## config.mk

```make
export PLATFORM = sky130hd
export DESIGN_NAME = control_unit
export DESIGN_NICKNAME = d
export VERILOG_FILES = /design/src/rtl/memory_system_pkg.sv /design/src/rtl/control_unit.sv
export SDC_FILE = /design/constraint.sdc
export NUM_CORES = 1
export LEC_CHECK = 0
export ABC_AREA = 1
export ABC_CLOCK_PERIOD_IN_PS = 2800
export BUFFER_PORTS_ARGS = -buffer_cell sky130_fd_sc_hd__buf_4
export CAP_MARGIN = 10
export CORE_AREA = 4 4 41 43
export CTS_CLUSTER_DIAMETER = 30
export DETAILED_ROUTE_END_ITERATION = 10
export DIE_AREA = 0 0 45 47
export PLACE_DENSITY = 0.79
export REMOVE_ABC_BUFFERS = 1
export SKIP_CTS_REPAIR_TIMING = 1
export SYNTH_ARGS = -nofsm -noshare
export SYNTH_HDL_FRONTEND = slang
export SYNTH_SLANG_ARGS = --single-unit
```

## constraint.sdc

```tcl
create_clock -name clk -period 2.8 [get_ports clk]
set_input_delay 0.28 -clock clk [delete_from_list [all_inputs] [get_ports clk]]
set_output_delay 0.28 -clock clk [all_outputs]
set_load 0.01 [all_outputs]
```

## src/rtl/memory_system_pkg.sv

```systemverilog
// Shared definitions for the memory_system datapath and its control unit:
// register addresses, ALU operation codes, opcodes and the control FSM states.
package memory_system_pkg;

  localparam logic [2:0] REG_PC   = 3'd0;
  localparam logic [2:0] REG_DPTR = 3'd1;
  localparam logic [2:0] REG_A    = 3'd2;
  localparam logic [2:0] REG_TEMP = 3'd3;
  localparam logic [2:0] REG_ACC  = 3'd4;

  typedef enum logic [2:0] {
    SEL_PASSB = 3'b000,
    SEL_ADD   = 3'b001,
    SEL_SUB   = 3'b010,
    SEL_AND   = 3'b011,
    SEL_SHL   = 3'b100,
    SEL_INCB  = 3'b101
  } selop_t;

  typedef enum logic [2:0] {
    OP_NOP = 3'b000,
    OP_LD  = 3'b001,
    OP_ST  = 3'b010,
    OP_ADD = 3'b011,
    OP_SUB = 3'b100,
    OP_AND = 3'b101,
    OP_SHL = 3'b110,
    OP_JZ  = 3'b111
  } opcode_t;

  // IDLE must stay at zero: the debug state output reads 0 out of reset.
  typedef enum logic [3:0] {
    ST_IDLE = 4'd0,
    ST_F0   = 4'd1,
    ST_F1   = 4'd2,
    ST_F2   = 4'd3,
    ST_F3   = 4'd4,
    ST_DEC  = 4'd5,
    ST_L0   = 4'd6,
    ST_L1   = 4'd7,
    ST_L2   = 4'd8,
    ST_L3   = 4'd9,
    ST_S0   = 4'd10,
    ST_S1   = 4'd11,
    ST_S2   = 4'd12,
    ST_X0   = 4'd13,
    ST_J0   = 4'd14
  } state_t;

  typedef struct packed {
    logic       ir_sclr;
    logic       mar_sclr;
    logic [2:0] busb_addr;
    logic [2:0] busc_addr;
    logic [2:0] selop;
    logic [1:0] shamt;
    logic       mdr_alu_n;
    logic       enaf;
    logic       ir_en;
    logic       mar_en;
    logic       mdr_en;
    logic       bank_wr_en;
    logic       wr_rdn;
  } ctrl_t;

  localparam ctrl_t CTRL_NONE = '0;

  function automatic logic [2:0] alu_selop(input opcode_t op);
    logic [2:0] sel;
    sel = SEL_PASSB;
    case (op)
      OP_ADD:  sel = SEL_ADD;
      OP_SUB:  sel = SEL_SUB;
      OP_AND:  sel = SEL_AND;
      OP_SHL:  sel = SEL_SHL;
      default: sel = SEL_PASSB;
    endcase
    return sel;
  endfunction

endpackage

```

## src/rtl/control_unit.sv

```systemverilog
// Moore control FSM for the memory_system datapath: fetch, decode and the
// per-opcode execute micro-steps. All control outputs decode from the state.
module control_unit
  import memory_system_pkg::*;
#(
  parameter int DATA_WIDTH = 8
) (
  input  logic                  clk,
  input  logic                  rst,
  input  logic                  run,
  input  logic [DATA_WIDTH-4:0] instruction,
  input  logic                  C,
  input  logic                  N,
  input  logic                  P,
  input  logic                  Z,
  output logic                  ir_sclr,
  output logic                  mar_sclr,
  output logic [2:0]            busB_addr,
  output logic [2:0]            busC_addr,
  output logic [2:0]            selop,
  output logic [1:0]            shamt,
  output logic                  mdr_alu_n,
  output logic                  enaf,
  output logic                  ir_en,
  output logic                  mar_en,
  output logic                  mdr_en,
  output logic                  bank_wr_en,
  output logic                  wr_rdn,
  output logic                  busy,
  output logic [3:0]            state
);

  state_t     state_q;
  state_t     state_d;
  state_t     end_next;
  opcode_t    opcode;
  logic [1:0] operand;
  ctrl_t      ctrl;
  logic       unused_flags;

  assign opcode       = opcode_t'(instruction[DATA_WIDTH-4 -: 3]);
  assign operand      = instruction[1:0];
  assign unused_flags = ^{C, N, P};

  // run is only consulted here and in IDLE, so a dropped run finishes the instruction.
  assign end_next = run ? ST_F0 : ST_IDLE;

  always_ff @(posedge clk or negedge rst) begin
    if (!rst) begin
      state_q <= ST_IDLE;
    end else begin
      state_q <= state_d;
    end
  end

  always_comb begin
    state_d = state_q;
    case (state_q)
      ST_IDLE: if (run) state_d = ST_F0;
      ST_F0:   state_d = ST_F1;
      ST_F1:   state_d = ST_F2;
      ST_F2:   state_d = ST_F3;
      ST_F3:   state_d = ST_DEC;
      ST_DEC: begin
        case (opcode)
          OP_NOP:  state_d = end_next;
          OP_LD:   state_d = ST_L0;
          OP_ST:   state_d = ST_S0;
          OP_JZ:   state_d = ST_J0;
          default: state_d = ST_X0;
        endcase
      end
      ST_L0:   state_d = ST_L1;
      ST_L1:   state_d = ST_L2;
      ST_L2:   state_d = ST_L3;
      ST_L3:   state_d = end_next;
      ST_S0:   state_d = ST_S1;
      ST_S1:   state_d = ST_S2;
      ST_S2:   state_d = end_next;
      ST_X0:   state_d = end_next;
      ST_J0:   state_d = end_next;
      default: state_d = ST_IDLE;
    endcase
  end

  always_comb begin
    ctrl = CTRL_NONE;
    case (state_q)
      ST_IDLE: begin
        ctrl.ir_sclr  = 1'b1;
        ctrl.mar_sclr = 1'b1;
      end
      ST_F0: begin
        ctrl.busb_addr = REG_PC;
        ctrl.selop     = SEL_PASSB;
        ctrl.mar_en    = 1'b1;
      end
      // RAM read of the fetched address overlaps the PC increment.
      ST_F1: begin
        ctrl.busb_addr  = REG_PC;
        ctrl.selop      = SEL_INCB;
        ctrl.busc_addr  = REG_PC;
        ctrl.bank_wr_en = 1'b1;
      end
      ST_F2: begin
        ctrl.mdr_en    = 1'b1;
        ctrl.mdr_alu_n = 1'b1;
      end
      ST_F3: begin
        ctrl.mdr_alu_n = 1'b1;
        ctrl.ir_en     = 1'b1;
      end
      ST_L0, ST_S0: begin
        ctrl.busb_addr = REG_DPTR;
        ctrl.selop     = SEL_PASSB;
        ctrl.mar_en    = 1'b1;
      end
      ST_L2: begin
        ctrl.mdr_en    = 1'b1;
        ctrl.mdr_alu_n = 1'b1;
      end
      ST_L3: begin
        ctrl.mdr_alu_n  = 1'b1;
        ctrl.busc_addr  = REG_A;
        ctrl.bank_wr_en = 1'b1;
      end
      ST_S1: begin
        ctrl.busb_addr = REG_A;
        ctrl.selop     = SEL_PASSB;
        ctrl.mdr_en    = 1'b1;
      end
      ST_S2: begin
        ctrl.wr_rdn = 1'b1;
      end
      ST_X0: begin
        ctrl.busb_addr  = {1'b0, operand};
        ctrl.selop      = alu_selop(opcode);
        ctrl.shamt      = (opcode == OP_SHL) ? operand : 2'b00;
        ctrl.enaf       = 1'b1;
        ctrl.busc_addr  = REG_ACC;
        ctrl.bank_wr_en = 1'b1;
      end
      // A taken jump rewrites the PC that F1 already incremented.
      ST_J0: begin
        if (Z) begin
          ctrl.busb_addr  = REG_DPTR;
          ctrl.selop      = SEL_PASSB;
          ctrl.busc_addr  = REG_PC;
          ctrl.bank_wr_en = 1'b1;
        end
      end
      default: ctrl = CTRL_NONE;
    endcase
  end

  assign ir_sclr    = ctrl.ir_sclr;
  assign mar_sclr   = ctrl.mar_sclr;
  assign busB_addr  = ctrl.busb_addr;
  assign busC_addr  = ctrl.busc_addr;
  assign selop      = ctrl.selop;
  assign shamt      = ctrl.shamt;
  assign mdr_alu_n  = ctrl.mdr_alu_n;
  assign enaf       = ctrl.enaf;
  assign ir_en      = ctrl.ir_en;
  assign mar_en     = ctrl.mar_en;
  assign mdr_en     = ctrl.mdr_en;
  assign bank_wr_en = ctrl.bank_wr_en;
  assign wr_rdn     = ctrl.wr_rdn;
  assign busy       = (state_q != ST_IDLE);
  assign state      = state_q;

  assert property (@(posedge clk) disable iff (!rst) !(wr_rdn && bank_wr_en));

endmodule

```

==> impl_metrics.py <==
metrics = {
    "setup_path": {
        "cp.arrival_ns": 1.44,
        "start_kind": "register",
        "worst_ep_required_time_ns": 2.52,
        "rr_endpoint": "state[1]$_DFFE_PN0P_",
        "critPathBufInv": 2,
        "cp_cell_sequence": "nand2_2, nor2_4, inv_2, o211ai_1, buf_4",
        "path_delay_family": "flip-flops",
        "critical_path.max_fanout": 6,
        "r2r_slack_ns": 1.52,
        "crit_type": "reg -> out",
        "slowest_delay_ns": 0.46,
        "slowest_stage": "dfrtp_1",
        "cp-end-kind": "output port",
        "rr_worst_depth": 6,
        "r2r_start": "state[2]$_DFFE_PN0P_",
    },
    "timing": {
        "fin_skew_ns": 0.0100,
        "clock.fmax_mhz": 583,
        "finalSetupTns_ns": 0,
        "rsz0062_at_grt": "no",
        "hold_viol": 0,
        "setup_viol": 0,
        "period_share": 0.613,
        "period_needed_ns": 1.72,
        "maxSlewViolCount": 0,
    },
    "pwr": {
        "finalPower_uw": 766,
        "comb_power_share": 0.730,
        "p_int_uw": 386,
        "power.leakage_nw": 0.456,
        "p_switching_uw": 380,
        "power_density_nw_per_um2": 1030,
        "seqPwrFrac": 0.172,
        "swShare": 0.496,
        "clkPwrFrac": 0.098,
        "ir_worst_vdd_mv": 0.658,
    },
    "detailed_routing": {
        "drt_iter0_markers": 22,
        "final_antenna_net_count": 0,
        "drc": 0,
        "route.detailed.wl_per_inst_um": 10.5,
        "vias": 640,
        "wirelength_um": 1390,
        "via_per_inst": 4.85,
        "firstDrtPassIters": 4,
    },
    "yosys": {
        "seq_area_frac_synth": 0.205,
        "avgSynthCellArea_um2": 5.76,
        "synth_cell_type_count": 21,
        "ys_seq_elements": 4,
        "ys_warn_count": 0,
        "synth_area_um2": 489,
        "synthesis.instances": 85,
    },
    "global_route": {
        "grt_pass1_vias": 501,
        "grt_max_degree": 8,
        "antenna_found_initial": 0,
        "overflow": 0,
        "grt_pass1_wl_um": 2010,
        "grt_util_all_layers": 0.135,
    },
    "min_path": {
        "min_from": "run",
        "hold-path-endpoint": "state[0]$_DFFE_PN0P_",
        "hold_class": "in -> reg",
        "min_path_cells": 3,
    },
    "final_layout": {
        "largest_register_ffs": 4,
        "fin_cells": 132,
        "fin_nets": 131,
        "num_antenna_cells": 0,
        "mostFrequentLayoutCells": "buf_4, nand2_1, nor2_1, inv_1, nand2_2",
        "area_growth_pct": 52.7,
        "layout_commonest_cell": "buf_4",
        "drive_gt1_frac": 0.393,
    },
    "clocking": {
        "cts_tree": "yes",
        "clk_pin_slew_worst_paths_ns": 0.04,
        "cts.sinks": 4,
        "clockBufferDepth": 2,
        "cts_buffers": 3,
        "h-tree-depth": 1,
        "clock_latency_ns": 0.25,
        "cts-root-buf": "clkbuf_4",
    },
    "placement": {
        "gp_routability_congestion": 0.817,
        "dp_cells": 128,
        "dp_hpwl_um": 1120,
        "io_buffers": 31,
    },
    "floorplan": {
        "die_x_um": 45,
        "rows": 13,
        "die_area_um2": 2120,
        "coreArea_um2": 1300,
        "num_io_pins": 37,
        "fp.dieH_um": 47,
        "initial_core_util": 0.376,
    },
    "flow_run": {
        "drv_cap": 0,
    },
    "run_status": {
        "outcome": "complete, no violations",
    },
}
## synthesized netlist by cell type
master    count  share of area
nand2_1      24           0.18
nor2_1       15           0.12
inv_1        11          0.084
nand2_2       5          0.064
buf_4         4          0.061
dfrtp_1       4           0.20
inv_2         3          0.023
a21oi_1       2          0.020
nand3_1       2          0.020
nor2_2        2          0.026
nor3_1        2          0.020
o211ai_1      2          0.031
a21boi_1      1          0.015
a22o_1        1          0.018
a22oi_1       1          0.015
a32o_1        1          0.020
conb_1        1         0.0077
nand4_2       1          0.026
nor2_4        1          0.023
o21ai_0       1          0.010
o21ai_1       1          0.010
## worst register-to-register path, delay by kind of cell, from the launching register on
family / cells / cell delay [ns]
and+or+nand+nor: 5 / 0.57
DFF: 1 / 0.45
AOI/OAI and AO/OA: 1 / 0.14
## cells by family (layout without fill, tap and decap cells)
logic type	count (synthesis)	after routing	share of synthesized area
AO/OA/AOI/OAI	10	10	0.141
buffers and inverters	18	49	0.169
flip-flops	4	4	0.205
other	1	2	0.00767
AND/OR/NAND/NOR	52	52	0.478
## area by class of cell
class | count | area (um2)
clock buffers | 3 | 22.5
fillers | 145 | 554
inverters | 14 | 52.6
multi-input cells | 64 | 310
flip-flops and latches | 4 | 100
well taps | 15 | 18.8
repair buffers | 32 | 243
## worst max-delay path by stage
stage                               from           end  slack [ns]  depth (start not counted)
finish              state[2]$_DFFE_PN0P_  busB_addr[0]        1.08                          5
global route        state[2]$_DFFE_PN0P_      shamt[0]        0.99                          5
CTS                 state[2]$_DFFE_PN0P_  busB_addr[0]        1.09                          5
detailed placement  state[2]$_DFFE_PN0P_  busB_addr[0]        1.36                          5
global placement    state[2]$_DFFE_PN0P_  busB_addr[0]        1.36                          5
floorplan           state[2]$_DFFE_PN0P_      selop[1]        1.35                          4
## stage by stage
step / instance area [um2] / hold slack (ns) / utilization / setup WS, ns
floorplan: 463 / -0.0156 / - / 1.35
global placement: 714 / 0.0753 / 0.549 / 1.36
detailed placement: 714 / 0.0778 / 0.549 / 1.36
CTS: 737 / -0.187 / 0.566 / 1.09
global route: 747 / 0.308 / 0.574 / 0.993
finish: 747 / 0.299 / 0.574 / 1.08
## power groups by stage
| stage | Sequential [mW] | Combinational [mW] | Clock [mW] |
|---|---|---|---|
| floorplan | 0.139 | 0.308 | 0 |
| global placement | 0.131 | 0.557 | 0 |
| detailed placement | 0.132 | 0.560 | 0 |
| CTS | 0.131 | 0.563 | 0.0782 |
| global route | 0.137 | 0.616 | 0.0848 |
| finish | 0.132 | 0.559 | 0.0750 |
## metal layers
| layer | track usage | share of wire | wire length [um] |
|---|---|---|---|
| met3 | 0.0307 | 0.12 | 161 |
| met5 | 0 | 0 | 0 |
| met1 | 0.144 | 0.36 | 493 |
| met4 | 0.123 | 0.020 | 28 |
| met2 | 0.223 | 0.51 | 702 |
No activity file was read; power rests on OpenSTA's default activity.
